[src/rtl/alu_result_packer.sv]
// alu_result_packer
// Captures 16-bit ALU results, splits each into two bytes and streams them
// to the UART TX FIFO over valid/ready. A one-entry pending buffer absorbs
// a result that arrives while the previous one is still being sent.
module alu_result_packer #(
  parameter int DATA_W    = 16,
  parameter bit LSB_FIRST = 1'b1
) (
  input  logic              clk,
  input  logic              RST,
  input  logic [DATA_W-1:0] alu_out,
  input  logic              alu_valid,
  output logic [7:0]        tx_data,
  output logic              tx_valid,
  input  logic              tx_ready,
  output logic              busy,
  output logic              pend_full,
  output logic              overrun
);

  typedef enum logic [1:0] {
    IDLE  = 2'd0,
    BYTE0 = 2'd1,
    BYTE1 = 2'd2
  } state_t;

  state_t            state, state_nx;
  logic [DATA_W-1:0] hold, hold_nx;
  logic [DATA_W-1:0] pending, pending_nx;
  logic              pend_full_nx;
  logic              overrun_nx;
  logic [7:0]        tx_data_nx;
  logic              xfer;

  // Byte order within a word; only 16-bit results are supported.
  function automatic logic [7:0] first_byte(input logic [DATA_W-1:0] w);
    return LSB_FIRST ? w[7:0] : w[15:8];
  endfunction

  function automatic logic [7:0] second_byte(input logic [DATA_W-1:0] w);
    return LSB_FIRST ? w[15:8] : w[7:0];
  endfunction

  assign xfer = tx_valid & tx_ready;

  // Next-state, storage and output computation; outputs are derived from the
  // next state so every port comes straight from a flop.
  always_comb begin
    state_nx     = state;
    hold_nx      = hold;
    pending_nx   = pending;
    pend_full_nx = pend_full;
    overrun_nx   = 1'b0;
    tx_data_nx   = 8'h00;

    case (state)
      IDLE: begin
        if (alu_valid) begin
          hold_nx  = alu_out;
          state_nx = BYTE0;
        end
      end

      BYTE0: begin
        if (xfer) begin
          state_nx = BYTE1;
        end
        if (alu_valid) begin
          if (!pend_full) begin
            pending_nx   = alu_out;
            pend_full_nx = 1'b1;
          end else begin
            overrun_nx = 1'b1;
          end
        end
      end

      BYTE1: begin
        if (xfer) begin
          if (pend_full) begin
            hold_nx  = pending;
            state_nx = BYTE0;
            if (alu_valid) begin
              pending_nx = alu_out;
            end else begin
              pending_nx   = '0;
              pend_full_nx = 1'b0;
            end
          end else if (alu_valid) begin
            hold_nx  = alu_out;
            state_nx = BYTE0;
          end else begin
            state_nx = IDLE;
          end
        end else if (alu_valid) begin
          if (!pend_full) begin
            pending_nx   = alu_out;
            pend_full_nx = 1'b1;
          end else begin
            overrun_nx = 1'b1;
          end
        end
      end

      default: begin
        state_nx = IDLE;
      end
    endcase

    case (state_nx)
      BYTE0:   tx_data_nx = first_byte(hold_nx);
      BYTE1:   tx_data_nx = second_byte(hold_nx);
      default: tx_data_nx = 8'h00;
    endcase
  end

  // State, word storage and registered outputs; reset discards both words.
  always_ff @(posedge clk or negedge RST) begin
    if (!RST) begin
      state     <= IDLE;
      hold      <= '0;
      pending   <= '0;
      pend_full <= 1'b0;
      overrun   <= 1'b0;
      tx_data   <= 8'h00;
      tx_valid  <= 1'b0;
      busy      <= 1'b0;
    end else begin
      state     <= state_nx;
      hold      <= hold_nx;
      pending   <= pending_nx;
      pend_full <= pend_full_nx;
      overrun   <= overrun_nx;
      tx_data   <= tx_data_nx;
      tx_valid  <= (state_nx != IDLE);
      busy      <= (state_nx != IDLE);
    end
  end

endmodule

[config.mk]
export PLATFORM = sky130hd
export DESIGN_NAME = alu_result_packer
export DESIGN_NICKNAME = d
export VERILOG_FILES = /design/src/rtl/alu_result_packer.sv
export SDC_FILE = /design/constraint.sdc
export NUM_CORES = 1
export LEC_CHECK = 0
export ABC_AREA = 1
export CAP_MARGIN = 20
export CELL_PAD_IN_SITES_DETAIL_PLACEMENT = 1
export CELL_PAD_IN_SITES_GLOBAL_PLACEMENT = 1
export CORE_MARGIN = 3
export CORE_UTILIZATION = 35
export DETAILED_ROUTE_END_ITERATION = 10
export GPL_TIMING_DRIVEN = 0
export PLACE_DENSITY = 0.73
export SKIP_LAST_GASP = 1
export SYNTH_ARGS = -nofsm -noshare
export SYNTH_HDL_FRONTEND = slang
export SYNTH_SLANG_ARGS = --single-unit
[constraint.sdc]
create_clock -name clk -period 6.55 [get_ports clk]
set_clock_uncertainty 0.15 [all_clocks]
set_input_delay 1.965 -clock clk [delete_from_list [all_inputs] [get_ports clk]]
set_output_delay 1.965 -clock clk [all_outputs]
set_load 0.02 [all_outputs]
======== Word level (Yosys, flattened, before mapping) ========
Cells that the tools add are included.
cells by class
  eq/ne operators ......................... 5
  multiplexer cells ....................... 26
  bitwise operators ....................... 1
  reductions and logical operators ........ 4
operators with widths
  operator            count
  $mux 16             8
  $pmux 16 s2         2
  $pmux 8 s2          1
  $mux 1              9
  $mux 2              3
  $pmux 2 s3          1
  $eq 2x1->1 const B  2
  $eq 2x2->1 const B  2
  $pmux 1 s2          2
  $reduce_bool 2->1   2
  $ne 3x3->1 const B  1
  $logic_not 2->1     1
  $reduce_and 2->1    1
  $and 1x1->1         1
storage, ports and cells
  bits in registers ....................... 45
  bits of input ports ..................... 20
  output and inout bits ................... 12

======== Depth between registers and ports, before layout ========
Gate-level depths: netlist (run 1).
  depth in word-level cells ............... 6
  depth in mapped cells ................... 13

======== Least setup slack after synthesis (run 1) ========
OpenSTA, ideal clock, no wires.
  kind .................................... input port to flip-flop
  start point ............................. input port tx_ready
  end point ............................... register tx_data[0]
  library setup time ...................... 127 ps
  arrival time ............................ 3164 ps
  required time ........................... 6273 ps
  slack ................................... 3110 ps
  stages .................................. 10
  cells stage by stage .................... nand3_2 buf_6 buf_6 nand2_1 o21ai_1 a21oi_2 inv_1 ha_1 inv_1 a21oi_1
on the way
  word-level cells in the longest chain between the ends .. 5
  elaborated cells between the ends (all ways) .. 9
  classes of those cells .................. 2 x eq/ne; 6 x mux; 1 x bitwise
ends and longest elaborated chain
  what                                             RTL line  source
  start: declaration                               15        input logic tx_ready,
  $and 1x1->1 (*)                                  44        assign xfer = tx_valid & tx_ready;
  $mux 2 (on tied branches)                        79, 65
  $pmux 2 s3 (*)                                   56        case (state)
  net state_nx[0]                                  27        state_t state, state_nx;
  $eq 2x2->1 / $eq 2x1->1 (equally long branches)  110       case (state_nx)
  $pmux 8 s2 (*)                                   110
  net tx_data_nx[0]                                32        logic [7:0] tx_data_nx;
  end signal: assignment                           134       tx_data <= tx_data_nx;
  end: declaration                                 13        output logic [7:0] tx_data,
Mark *: on every way through the listed nets, which the timed path passes. The rest lies on a longest branch.
A chain may end at the register's enable or synchronous reset.

======== Worst setup path in the final report (run 1) ========
  start point ............................. input port tx_ready
  end point ............................... register tx_data[7]
The elaborated chain is that of the path after synthesis.

==> reports/metrics.csv, run 1 <==
stage,metric,value,unit
place,hpwl dp,4930,um
routing,DRT Pass-1 Iters,4,
yosys,Netlist Area Pre-Place,0.00243,sq mm
place,RD Place Congestion,0.796,
clock_tree,CTS tree,yes,
worst_hold_path,hold_sp,pending[2]$_DFFE_PN0P_,
place,pre-CTS setup slack,2.28,ns
place,Placed Area,0.00286,sq mm
worst_setup_path,Crit. End Element,flop,
yosys,Synth area leader,dfrtp_1,
yosys,"Primary FF master, synth",dfrtp_1,
floorplan,core area,0.00653,sq mm
grt,met3 Usage GRT,3.23,%
layout,Ant. Diodes,0,
worst_setup_path,Crit path max-delay family,buffers and inverters,
worst_setup_path,slowest CP cell,clkdlybuf4s50_1,
yosys,main area contributors after synthesis,"dfrtp_1 (46%), nand2_1 (20%), nand3_1 (4.9%), o21ai_2 (4.0%), inv_1 (3.7%)",
floorplan,I/O Pins,32,
worst_setup_path,R2R cell count,12,
worst_setup_path,FF-to-FF setup slack,3.99,ns
worst_hold_path,hold endpoint,pending[2]$_DFFE_PN0P_,
yosys,count of state elements after synthesis,45,
place,port bufs,31,
yosys,commonest cells in the synthesized netlist,"nand2_1 (130), dfrtp_1 (45), inv_1 (24), nand3_1 (24), nand2_2 (13)",
grt,global-route wire length before repair,11500,um
clock_tree,htree depth,2,
routing,vias,2111,
worst_setup_path,Worst Path Arrival,3.96,ns
routing,DRT iter0 DRCs,99,
yosys,Yosys top cell area share,46.3,%
worst_setup_path,CP Launch Type,input pin,
worst_setup_path,critical path class,in2reg,
worst_setup_path,cells along the critical path,clkdlybuf4s50_1 > nand3_2 > buf_6 > buf_6 > nand2_1 > o21ai_1 > a21oi_2 > inv_1 > ha_1 > inv_1 > a21oi_1,
clock_tree,Root Buffer,clkbuf_8,
layout,Layout area overhead,21.2,%
routing,WL/cell,16.3,um
layout,post-route cell area,0.00295,sq mm
worst_setup_path,R2R Path Start,state[0]$_DFF_PN0_,
yosys,"EDFF count, synth",0,
grt,total gr overflow,0,
worst_setup_path,CP max FO,10,
clock_tree,clock sinks,45,
yosys,Mapped Nets,330,
yosys,most common cell in the netlist,nand2_1,
floorplan,# rows,29,
grt,largest net degree at the start of global routing,27,
sta,Final Worst Setup Slack,2.60,ns
sta,Max Transition Viols Final,0,
worst_hold_path,Tightest Hold Check Type,reg2reg,
routing,final wirelength,6810,um
floorplan,Die Span Y,89.3,um
worst_setup_path,Required @ worst endpoint,6.57,ns
worst_hold_path,Hold Path Cell Cnt,2,
outcome,status,"complete, no violations",
floorplan,Starting Density,37.2,%
routing,DR vias/cell,5.04,
clock_tree,PostCTS Resize Cnt,0,
grt,number of global-route vias before repair,2363,
sta,Fmax,253,MHz
grt,Tot GR Track Use,19.0,%
yosys,"Distinct cells, synth",23,
clock_tree,"Hold-fix buffers, CTS",0,
yosys,Yosys warnings,0,
grt,GR Util met1,23.7,%
clock_tree,TritonCTS Buffers,5,
yosys,ys async rst share,100,%
sta,Worst-Margin Slew,0.676,ns
layout,share of cells above drive strength 1,16.1,%
yosys,cell count after synthesis,303,
worst_setup_path,Worst R2R End,tx_data[7]$_DFF_PN0_,
layout,Filler cells,832,
layout,fin nets,369,
sta,# setup viols final,0,
worst_setup_path,CP peak stage delay,0.49,ns
grt,met2 Use GR,34.4,%
flow_run,max-cap viol count,0,
power_and_ir_drop,maximum VDD drop,0.226,mV
clock_tree,clk slew on worst S/H paths,0.08,ns
power_and_ir_drop,Power Dens Cells,415,mW/mm^2
floorplan,Die W,89.3,um
sta,Tcrit/Tclk final,60.2,%
clock_tree,postcts setup bufs,0,
sta,min Tclk post-route,3.95,ns
power_and_ir_drop,leak pwr,1.49,nW
yosys,Syn Area/Cell,8.02,sq um
sta,Fin. Hold Viols,0,
grt,initial antenna violation count,0,
sta,setup_tns,0,ns
routing,Post-DRT Antenna Nets,0,
grt,Most Crowded Layer GR,met2,
worst_setup_path,WP buf/inv,5,
floorplan,Die Area,0.00798,sq mm
routing,Post-route DRC,0,
clock_tree,buffer depth of the longest clock path,2,
sta,max_slew headroom,55.0,%
yosys,"Seq/Total Area, Yosys",46.3,%
sta,unrepaired setup endpoints after global routing,false,
clock_tree,worst skew pair latency,0.30,ns
report_power, final:
group	internal, W	switching [W]	leakage [nW]
logic	0.000226	0.000376	0.865
registers	0.000379	0.0000595	0.581
clock network	0.0000840	0.0000968	0.0443
total	0.000689	0.000532	1.49
worst reg2reg max path, cell delays in order (launching register included):
cell and delay [ns]:
dfrtp_1 0.42, inv_1 0.10, ha_1 0.23, nand3_2 0.14
buf_6 0.18, buf_6 0.15, nand2_1 0.05, o21ai_1 0.07
a21oi_2 0.21, inv_1 0.09, ha_1 0.29, inv_1 0.24
a21oi_1 0.11
layout make-up:
| class | instances | area (sq um) | area share, % |
|---|---|---|---|
| multi-input combinational | 217 | 1080 | 36.7 |
| timing repair buffer | 32 | 333 | 11.3 |
| inverter | 27 | 101 | 3.44 |
| tap | 77 | 96.3 | 3.27 |
| sequential | 45 | 1130 | 38.2 |
| clock buffer | 7 | 86.3 | 2.93 |
| buffer | 14 | 120 | 4.08 |
metrics by stage:
stage / instances / total power (W) / util (%) / hold slack, ns
detailed placement: 412 / 0.00105 / 43.8 / 0.322
global placement: 411 / 0.00102 / 43.4 / 0.316
CTS: 419 / 0.00124 / 45.1 / 0.342
finish: 419 / 0.00122 / 45.1 / 0.338
global route: 419 / 0.00133 / 45.1 / 0.373
floorplan: 303 / 0.000854 / - / 0.305
how the worst max path moves through the flow:
stage               startpoint                      end  slack, ns  cells after the start
floorplan             tx_ready     tx_data[0]$_DFF_PN0_       3.11                     10
global placement           RST  pending[11]$_DFFE_PN0P_       1.98                      1
detailed placement    tx_ready     tx_data[7]$_DFF_PN0_       2.28                     11
CTS                   tx_ready     tx_data[7]$_DFF_PN0_       2.59                     11
global route          tx_ready     tx_data[7]$_DFF_PN0_       2.44                     11
finish                tx_ready     tx_data[7]$_DFF_PN0_       2.60                     11
kinds of logic (layout without fill, tap and decap cells):
logic type      Yosys count  in the layout  synth area share, %
fa+ha+maj                 7              7                 3.60
flops                    45             45                 46.3
buf+inv                  41             80                 9.11
simple gates            176            176                 31.5
compound gates           34             34                 9.42
layer usage:
layer,vias up,wire length [um]
met5,-,0
met4,0,30
met3,5,147
met2,34,3510
met1,1052,3120
li1,1020,-
state kept, by name, indices dropped and copies added, names as in the netlist:
signal,cells
pending,16
pend_full,1
hold,16
overrun,1
state,2
busy,1
tx_data,8
cells in the final DEF, fill, tap and decap left out, drive strengths merged:
cell	netlist	layout
dfrtp	45	45
a21oi	11	11
clkbuf	0	7
ha	7	7
o21ai	22	22
buf	14	16
inv	27	27
nor4	1	1
clkdlybuf4s50	0	30
and2	1	1
nand3	25	25
nor2	5	5
o21bai	1	1
nand2	144	144
Power figures use the tool's default switching activity.
==> inputs of run 2 (changes only) <==
--- a/config.mk
+++ b/config.mk
@@ -13,7 +13,7 @@
 export CORE_UTILIZATION = 35
 export DETAILED_ROUTE_END_ITERATION = 10
 export GPL_TIMING_DRIVEN = 0
-export PLACE_DENSITY = 0.73
+export PLACE_DENSITY = 0.76
 export SKIP_LAST_GASP = 1
 export SYNTH_ARGS = -nofsm -noshare
 export SYNTH_HDL_FRONTEND = slang
==> constraint.sdc (replaced) <==
create_clock -name clk -period 3.22 [get_ports clk]
set_clock_uncertainty 0.15 [all_clocks]
set_input_delay 0.966 -clock clk [delete_from_list [all_inputs] [get_ports clk]]
set_output_delay 0.966 -clock clk [all_outputs]
set_load 0.02 [all_outputs]
==> run 2 against run 1 <==
Compared with the run above:
- global-route usage decreased by 0.61 points
- flip-flop and latch count unchanged
- first-iteration DRC count fell by 16%
- critical endpoint is now tx_data[3]$_DFF_PN0_
- largest power group unchanged
==> reports/metrics.csv, run 2 (synthesis gave the netlist of run 1 again) <==
stage,metric,value,unit,change
floorplan,Die Area,0.00798,sq mm,unchanged
clock_tree,clock sinks,45,,unchanged
clock_tree,htree depth,2,,unchanged
worst_setup_path,Crit. End Element,flop,,
clock_tree,clk slew on worst S/H paths,0.08,ns,about the same
sta,# setup viols final,0,,unchanged
worst_setup_path,Required @ worst endpoint,3.24,ns,-3.33 ns
routing,WL/cell,16.1,um,-1.1%
place,hpwl dp,4810,um,-2.4%
worst_setup_path,CP max FO,10,,unchanged
power_and_ir_drop,Power Dens Cells,869,mW/mm^2,+110%
place,Placed Area,0.00285,sq mm,-0.26%
floorplan,Die W,89.3,um,unchanged
clock_tree,"Hold-fix buffers, CTS",0,,unchanged
layout,most frequent cells in the layout,"nand2_1 (130), dfrtp_1 (45), clkdlybuf4s50_1 (30)",,
worst_setup_path,Crit. path cell count,11,,unchanged
routing,final wirelength,6760,um,-0.84%
floorplan,I/O Pins,32,,unchanged
routing,DRT iter0 DRCs,83,,-16%
routing,DRT Pass-1 Iters,4,,unchanged
routing,DR vias/cell,4.98,,-1.2%
place,RD Place Congestion,0.821,,+3.2%
sta,setup_tns,0,ns,unchanged
power_and_ir_drop,combinational power share,47.7,%,-1.6 points
clock_tree,Root Buffer,clkbuf_8,,
power_and_ir_drop,switching pwr,0.00109,W,+110%
routing,vias,2090,,-0.99%
place,Cells after DPL,412,,unchanged
power_and_ir_drop,Cell Int Power,0.00148,W,+120%
clock_tree,buffer depth of the longest clock path,2,,unchanged
sta,Worst-Margin Slew,0.332,ns,-0.343 ns
sta,max_slew headroom,77.6,%,+23 points
worst_hold_path,Tightest Hold Check Type,reg2reg,,
worst_setup_path,critical path class,in2reg,,
worst_setup_path,slowest CP cell,clkdlybuf4s50_1,,
sta,unrepaired setup endpoints after global routing,false,,
layout,Ant. Diodes,0,,unchanged
grt,global-route wire length before repair,11000,um,-4.4%
power_and_ir_drop,Clk pwr share,17.8,%,+3.0 points
sta,Fin. Hold Viols,0,,unchanged
worst_setup_path,CP peak stage delay,0.49,ns,about the same
layout,register area,0.00113,sq mm,unchanged
layout,fin cells,420,,+0.24%
worst_setup_path,R2R Path Start,state[0]$_DFF_PN0_,,
layout,multi-input logic area,0.00108,sq mm,unchanged
sta,Final Worst Setup Slack,0.272,ns,-2.33 ns
worst_setup_path,Worst Path Arrival,2.97,ns,-0.99 ns
worst_setup_path,cells along the critical path,clkdlybuf4s50_1 > nand3_2 > buf_6 > buf_6 > nand2_1 > o21ai_1 > a21oi_2 > inv_1 > ha_1 > inv_1 > a21oi_1,,
routing,Post-DRT Antenna Nets,0,,unchanged
grt,number of global-route vias before repair,2205,,-6.7%
layout,share of cells above drive strength 1,16.3,%,+0.24 points
place,port bufs,31,,unchanged
floorplan,# rows,29,,unchanged
power_and_ir_drop,sequential share of power,34.5,%,-1.4 points
clock_tree,CTS tree,yes,,
layout,Filler cells,807,,-3.0%
worst_setup_path,WP buf/inv,5,,unchanged
floorplan,core area,0.00653,sq mm,unchanged
flow_run,max-cap viol count,0,,unchanged
worst_setup_path,Crit path max-delay family,buffers and inverters,,
sta,min Tclk post-route,2.95,ns,
clock_tree,PostCTS Resize Cnt,0,,unchanged
place,pre-CTS setup slack,-0.0498,ns,-2.33 ns
layout,largest registers,"hold: 16 flops, pending: 16 flops, tx_data: 8 flops",,
worst_setup_path,Worst R2R End,tx_data[3]$_DFF_PN0_,,
power_and_ir_drop,leak pwr,1.50,nW,+0.73%
layout,post-route cell area,0.00297,sq mm,+0.76%
clock_tree,worst skew pair latency,0.31,ns,about the same
floorplan,Die Span Y,89.3,um,unchanged
grt,Tot GR Track Use,18.4,%,-0.61 points
worst_setup_path,crit path to,tx_data[3]$_DFF_PN0_,,
layout,fin nets,369,,unchanged
clock_tree,TritonCTS Buffers,5,,unchanged
layout,Layout area overhead,22.1,%,
grt,largest net degree at the start of global routing,35,,+30%
worst_setup_path,R2R cell count,12,,unchanged
outcome,status,"complete, no violations",,
worst_setup_path,CP Launch Type,input pin,,
sta,Max Transition Viols Final,0,,unchanged
floorplan,Starting Density,37.2,%,unchanged
grt,initial antenna violation count,0,,unchanged
layout,"most common cell after layout, fill and taps aside",nand2_1,,
worst_setup_path,start point of the critical path,tx_ready,,
sta,Fmax,339,MHz,
power_and_ir_drop,switch share,42.4,%,-1.1 points
worst_setup_path,FF-to-FF setup slack,0.65,ns,-3.34 ns
sta,hold slack,0.339,ns,+0.00137 ns
grt,total gr overflow,0,,unchanged
routing,Post-route DRC,0,,unchanged
sta,Tcrit/Tclk final,91.5,%,
clock_tree,postcts setup bufs,0,,unchanged
power_and_ir_drop,maximum VDD drop,0.502,mV,+120%
run 2: changes by cell type in the layout (fill, tap and decap cells not counted):
cell / delta
buf_12: +1
buf_16: -1
bufinv_16: +1
run 2: area by class of cell:
cell class | count | area share, %
sequential | 45 | 37.9
multi-input combinational | 217 | 36.5
timing repair buffer | 32 | 11.0
buffer | 14 | 4.05
inverter | 27 | 3.41
tap | 77 | 3.25
clock buffer | 7 | 2.91
clock inverter | 1 | 1.01
run 2: routing by layer:
layer  vias up  track usage [%]  share of wire [%]
li1       1019                -                  -
met1      1034             23.9                 47
met2        28             30.7                 49
met3         9             3.59                2.5
met4         0             5.68                1.3
met5         -                0                  0
run 2: stage by stage:
| stage | util [%] | total power [W] |
|---|---|---|
| 2_1_floorplan | - | 0.00174 |
| 3_3_place_gp | 43.4 | 0.00208 |
| 3_5_place_dp | 43.7 | 0.00214 |
| 4_1_cts | 45.4 | 0.00261 |
| 5_1_grt | 45.4 | 0.00280 |
| 6_report | 45.4 | 0.00258 |
run 2: how the worst min path moves through the flow:
stage               cells past startpoint                       to               startpoint
floorplan                               2  pending[10]$_DFFE_PN0P_  pending[10]$_DFFE_PN0P_
global placement                        2   pending[9]$_DFFE_PN0P_   pending[9]$_DFFE_PN0P_
detailed placement                      2   pending[5]$_DFFE_PN0P_   pending[5]$_DFFE_PN0P_
CTS                                     2   pending[5]$_DFFE_PN0P_   pending[5]$_DFFE_PN0P_
global route                            2   pending[5]$_DFFE_PN0P_   pending[5]$_DFFE_PN0P_
finish                                  2   pending[5]$_DFFE_PN0P_   pending[5]$_DFFE_PN0P_
run 2: power by group through the flow:
stage               registers (W)  clock network, W  logic [W]
finish                   0.000889          0.000459    0.00123
global route             0.000915          0.000492    0.00139
CTS                      0.000890          0.000470    0.00125
detailed placement       0.000901                 0    0.00124
global placement         0.000888                 0    0.00119
floorplan                0.000907                 0   0.000831
run 2: worst reg2reg max path: cells and delay by family, from the launching register on:
family          cells  cell delay, ns
simple gates        2            0.20
compound gates      3            0.38
flops               1            0.42
buf+inv             5            0.77
fa+ha+maj           2            0.52
==> inputs of run 3 (changes only) <==
--- a/config.mk
+++ b/config.mk
@@ -10,10 +10,11 @@
 export CELL_PAD_IN_SITES_DETAIL_PLACEMENT = 1
 export CELL_PAD_IN_SITES_GLOBAL_PLACEMENT = 1
 export CORE_MARGIN = 3
-export CORE_UTILIZATION = 35
+export CORE_UTILIZATION = 37
 export DETAILED_ROUTE_END_ITERATION = 10
 export GPL_TIMING_DRIVEN = 0
-export PLACE_DENSITY = 0.76
+export PLACE_DENSITY = 0.79
+export SETUP_SLACK_MARGIN = 0.1
 export SKIP_LAST_GASP = 1
 export SYNTH_ARGS = -nofsm -noshare
 export SYNTH_HDL_FRONTEND = slang
==> run 3 against run 2 <==
Compared with the run above:
- die area decreased by 5.1%
- first-iteration DRC count increased by 29%
- highest routed layer unchanged
- clock-buffer cell count unchanged
- global-route usage increased by 0.87 points
- via count decreased by 0.53%
- setup slack got worse by 0.036 ns
- combinational power increased by 4%
- critical endpoint is now tx_data[0]$_DFF_PN0_
- non-clock buffer count increased by 1
- maximum frequency decreased by 1.2%
- critical path depth unchanged
==> reports/metrics.csv, run 3 (synthesis gave the netlist of run 1 again) <==
stage,metric,value,unit,change
routing,DRT iter0 DRCs,107,,+29%
sta,Worst-Margin Slew,0.283,ns,-0.0495 ns
power_and_ir_drop,leak pwr,1.49,nW,-0.88%
flow_run,max-cap viol count,0,,unchanged
worst_hold_path,Tightest Hold Check Type,reg2reg,,
floorplan,Die Area,0.00758,sq mm,-5.1%
sta,Tcrit/Tclk final,92.6,%,+1.1 points
routing,Post-route DRC,0,,unchanged
place,Cells after DPL,410,,-0.49%
worst_setup_path,CP Launch Type,input pin,,
floorplan,Die W,87.0,um,-2.6%
clock_tree,CTS tree,yes,,
place,Placed Area,0.00285,sq mm,about the same
layout,"most common cell after layout, fill and taps aside",nand2_1,,
floorplan,I/O Pins,32,,unchanged
clock_tree,clk slew on worst S/H paths,0.08,ns,about the same
routing,final wirelength,6650,um,-1.5%
floorplan,Starting Density,39.6,%,+2.4 points
clock_tree,worst skew pair latency,0.29,ns,-0.02 ns
clock_tree,Root Buffer,clkbuf_8,,
worst_hold_path,Hold Path Cell Cnt,2,,unchanged
layout,fin cells,418,,-0.48%
routing,WL/cell,15.9,um,-1.1%
routing,DRT Pass-1 Iters,4,,unchanged
grt,largest net degree at the start of global routing,38,,+8.6%
clock_tree,clock sinks,45,,unchanged
place,pre-CTS setup slack,-0.0923,ns,-0.0425 ns
place,hpwl dp,4810,um,+0.11%
place,RD Place Congestion,0.811,,-1.2%
sta,Fmax,335,MHz,-1.2%
grt,global-route wire length before repair,11100,um,+1.1%
sta,min Tclk post-route,2.98,ns,+0.0356 ns
floorplan,core area,0.00613,sq mm,-6.1%
power_and_ir_drop,Power Dens Cells,854,mW/mm^2,-1.7%
sta,Max Transition Viols Final,0,,unchanged
grt,initial antenna violation count,0,,unchanged
worst_setup_path,Required @ worst endpoint,3.28,ns,+0.04 ns
floorplan,# rows,28,,-3.4%
sta,# setup viols final,0,,unchanged
worst_setup_path,Crit. End Element,flop,,
layout,post-route cell area,0.00295,sq mm,-0.63%
grt,Tot GR Track Use,19.2,%,+0.87 points
sta,hold slack,0.343,ns,+0.00363 ns
clock_tree,htree depth,2,,unchanged
worst_setup_path,critical path class,in2reg,,
sta,setup_tns,0,ns,unchanged
layout,Filler cells,754,,-6.6%
layout,Layout area overhead,21.4,%,
layout,largest registers,"hold: 16 flops, pending: 16 flops, tx_data: 8 flops",,
worst_setup_path,Worst Path Arrival,3.04,ns,+0.07 ns
grt,number of global-route vias before repair,2166,,-1.8%
routing,DR vias/cell,4.97,,about the same
sta,Fin. Hold Viols,0,,unchanged
grt,total gr overflow,0,,unchanged
layout,share of cells above drive strength 1,16.6,%,+0.29 points
power_and_ir_drop,maximum VDD drop,0.517,mV,+3.0%
outcome,status,"complete, no violations",,
layout,most frequent cells in the layout,"nand2_1 (130), dfrtp_1 (45), clkdlybuf4s50_1 (30)",,
sta,max_slew headroom,81.1,%,+3.5 points
place,port bufs,31,,unchanged
layout,fin nets,370,,+0.27%
routing,vias,2079,,-0.53%
worst_setup_path,R2R cell count,12,,unchanged
worst_setup_path,CP max FO,10,,unchanged
clock_tree,buffer depth of the longest clock path,2,,unchanged
layout,Ant. Diodes,0,,unchanged
worst_setup_path,FF-to-FF setup slack,0.64,ns,about the same
floorplan,Die Span Y,87.0,um,-2.6%
clock_tree,TritonCTS Buffers,5,,unchanged
sta,unrepaired setup endpoints after global routing,false,,
routing,Post-DRT Antenna Nets,0,,unchanged
sta,Final Worst Setup Slack,0.237,ns,-0.0356 ns
==> run 3: critical path: stages <==
cell and delay, ns:
clkdlybuf4s50_1 0.49, nand3_2 0.11, buf_6 0.18, buf_6 0.15, nand2_1 0.06, o21ai_1 0.08
a21oi_2 0.18, inv_1 0.08, ha_1 0.32, clkinvlp_4 0.21, a21oi_1 0.20
==> run 3: final cells by class <==
| class | instances | area (sq um) | area share, % |
|---|---|---|---|
| timing repair buffer | 33 | 333 | 11.3 |
| sequential | 45 | 1130 | 38.2 |
| multi-input combinational | 217 | 1080 | 36.7 |
| tap | 75 | 93.8 | 3.18 |
| buffer | 14 | 123 | 4.16 |
| clock buffer | 7 | 86.3 | 2.93 |
| inverter | 27 | 105 | 3.56 |
==> run 3: stage by stage <==
step,util (%),total power [W]
final,48.1,0.00252
after global routing,48.1,0.00273
after CTS,47.9,0.00251
after detailed placement,46.5,0.00215
after global placement,46.2,0.00209
after floorplan,-,0.00174
==> run 3: worst paths after layout <==
| kind | from | end |
|---|---|---|
| min in group asynchronous | RST | tx_data[0]$_DFF_PN0_ |
| worst min-delay path | pending[5]$_DFFE_PN0P_ | pending[5]$_DFFE_PN0P_ |
| worst max register to register | state[0]$_DFF_PN0_ | tx_data[0]$_DFF_PN0_ |
| worst min register to register | pending[5]$_DFFE_PN0P_ | pending[5]$_DFFE_PN0P_ |
| worst max-delay path | tx_ready | tx_data[0]$_DFF_PN0_ |
| max in group asynchronous | RST | tx_data[1]$_DFF_PN0_ |
==> run 3: where the power goes <==
part | internal (W) | switching [W]
clock network | 0.000170 | 0.000179
registers | 0.000770 | 0.000122
logic | 0.000482 | 0.000795
total | 0.00142 | 0.00110
==> run 3: repair_timing <==
item,in CTS,in global routing
gates resized for setup,0,2
setup buffers,0,1
hold buffers,0,0
setup endpoints to repair,0,4
endpoints found under the hold margin,0,0
==> run 3: per-layer routing <==
layer / GRT usage (%) / share of wire [%] / routed length, um / up-vias
met4: 4.67 / 0.60 / 40 / 0
li1: - / - / - / 1021
met2: 31.4 / 46 / 3090 / 47
met5: 0 / 0 / 0 / -
met3: 3.12 / 5.4 / 356 / 5
met1: 26.7 / 48 / 3160 / 1006
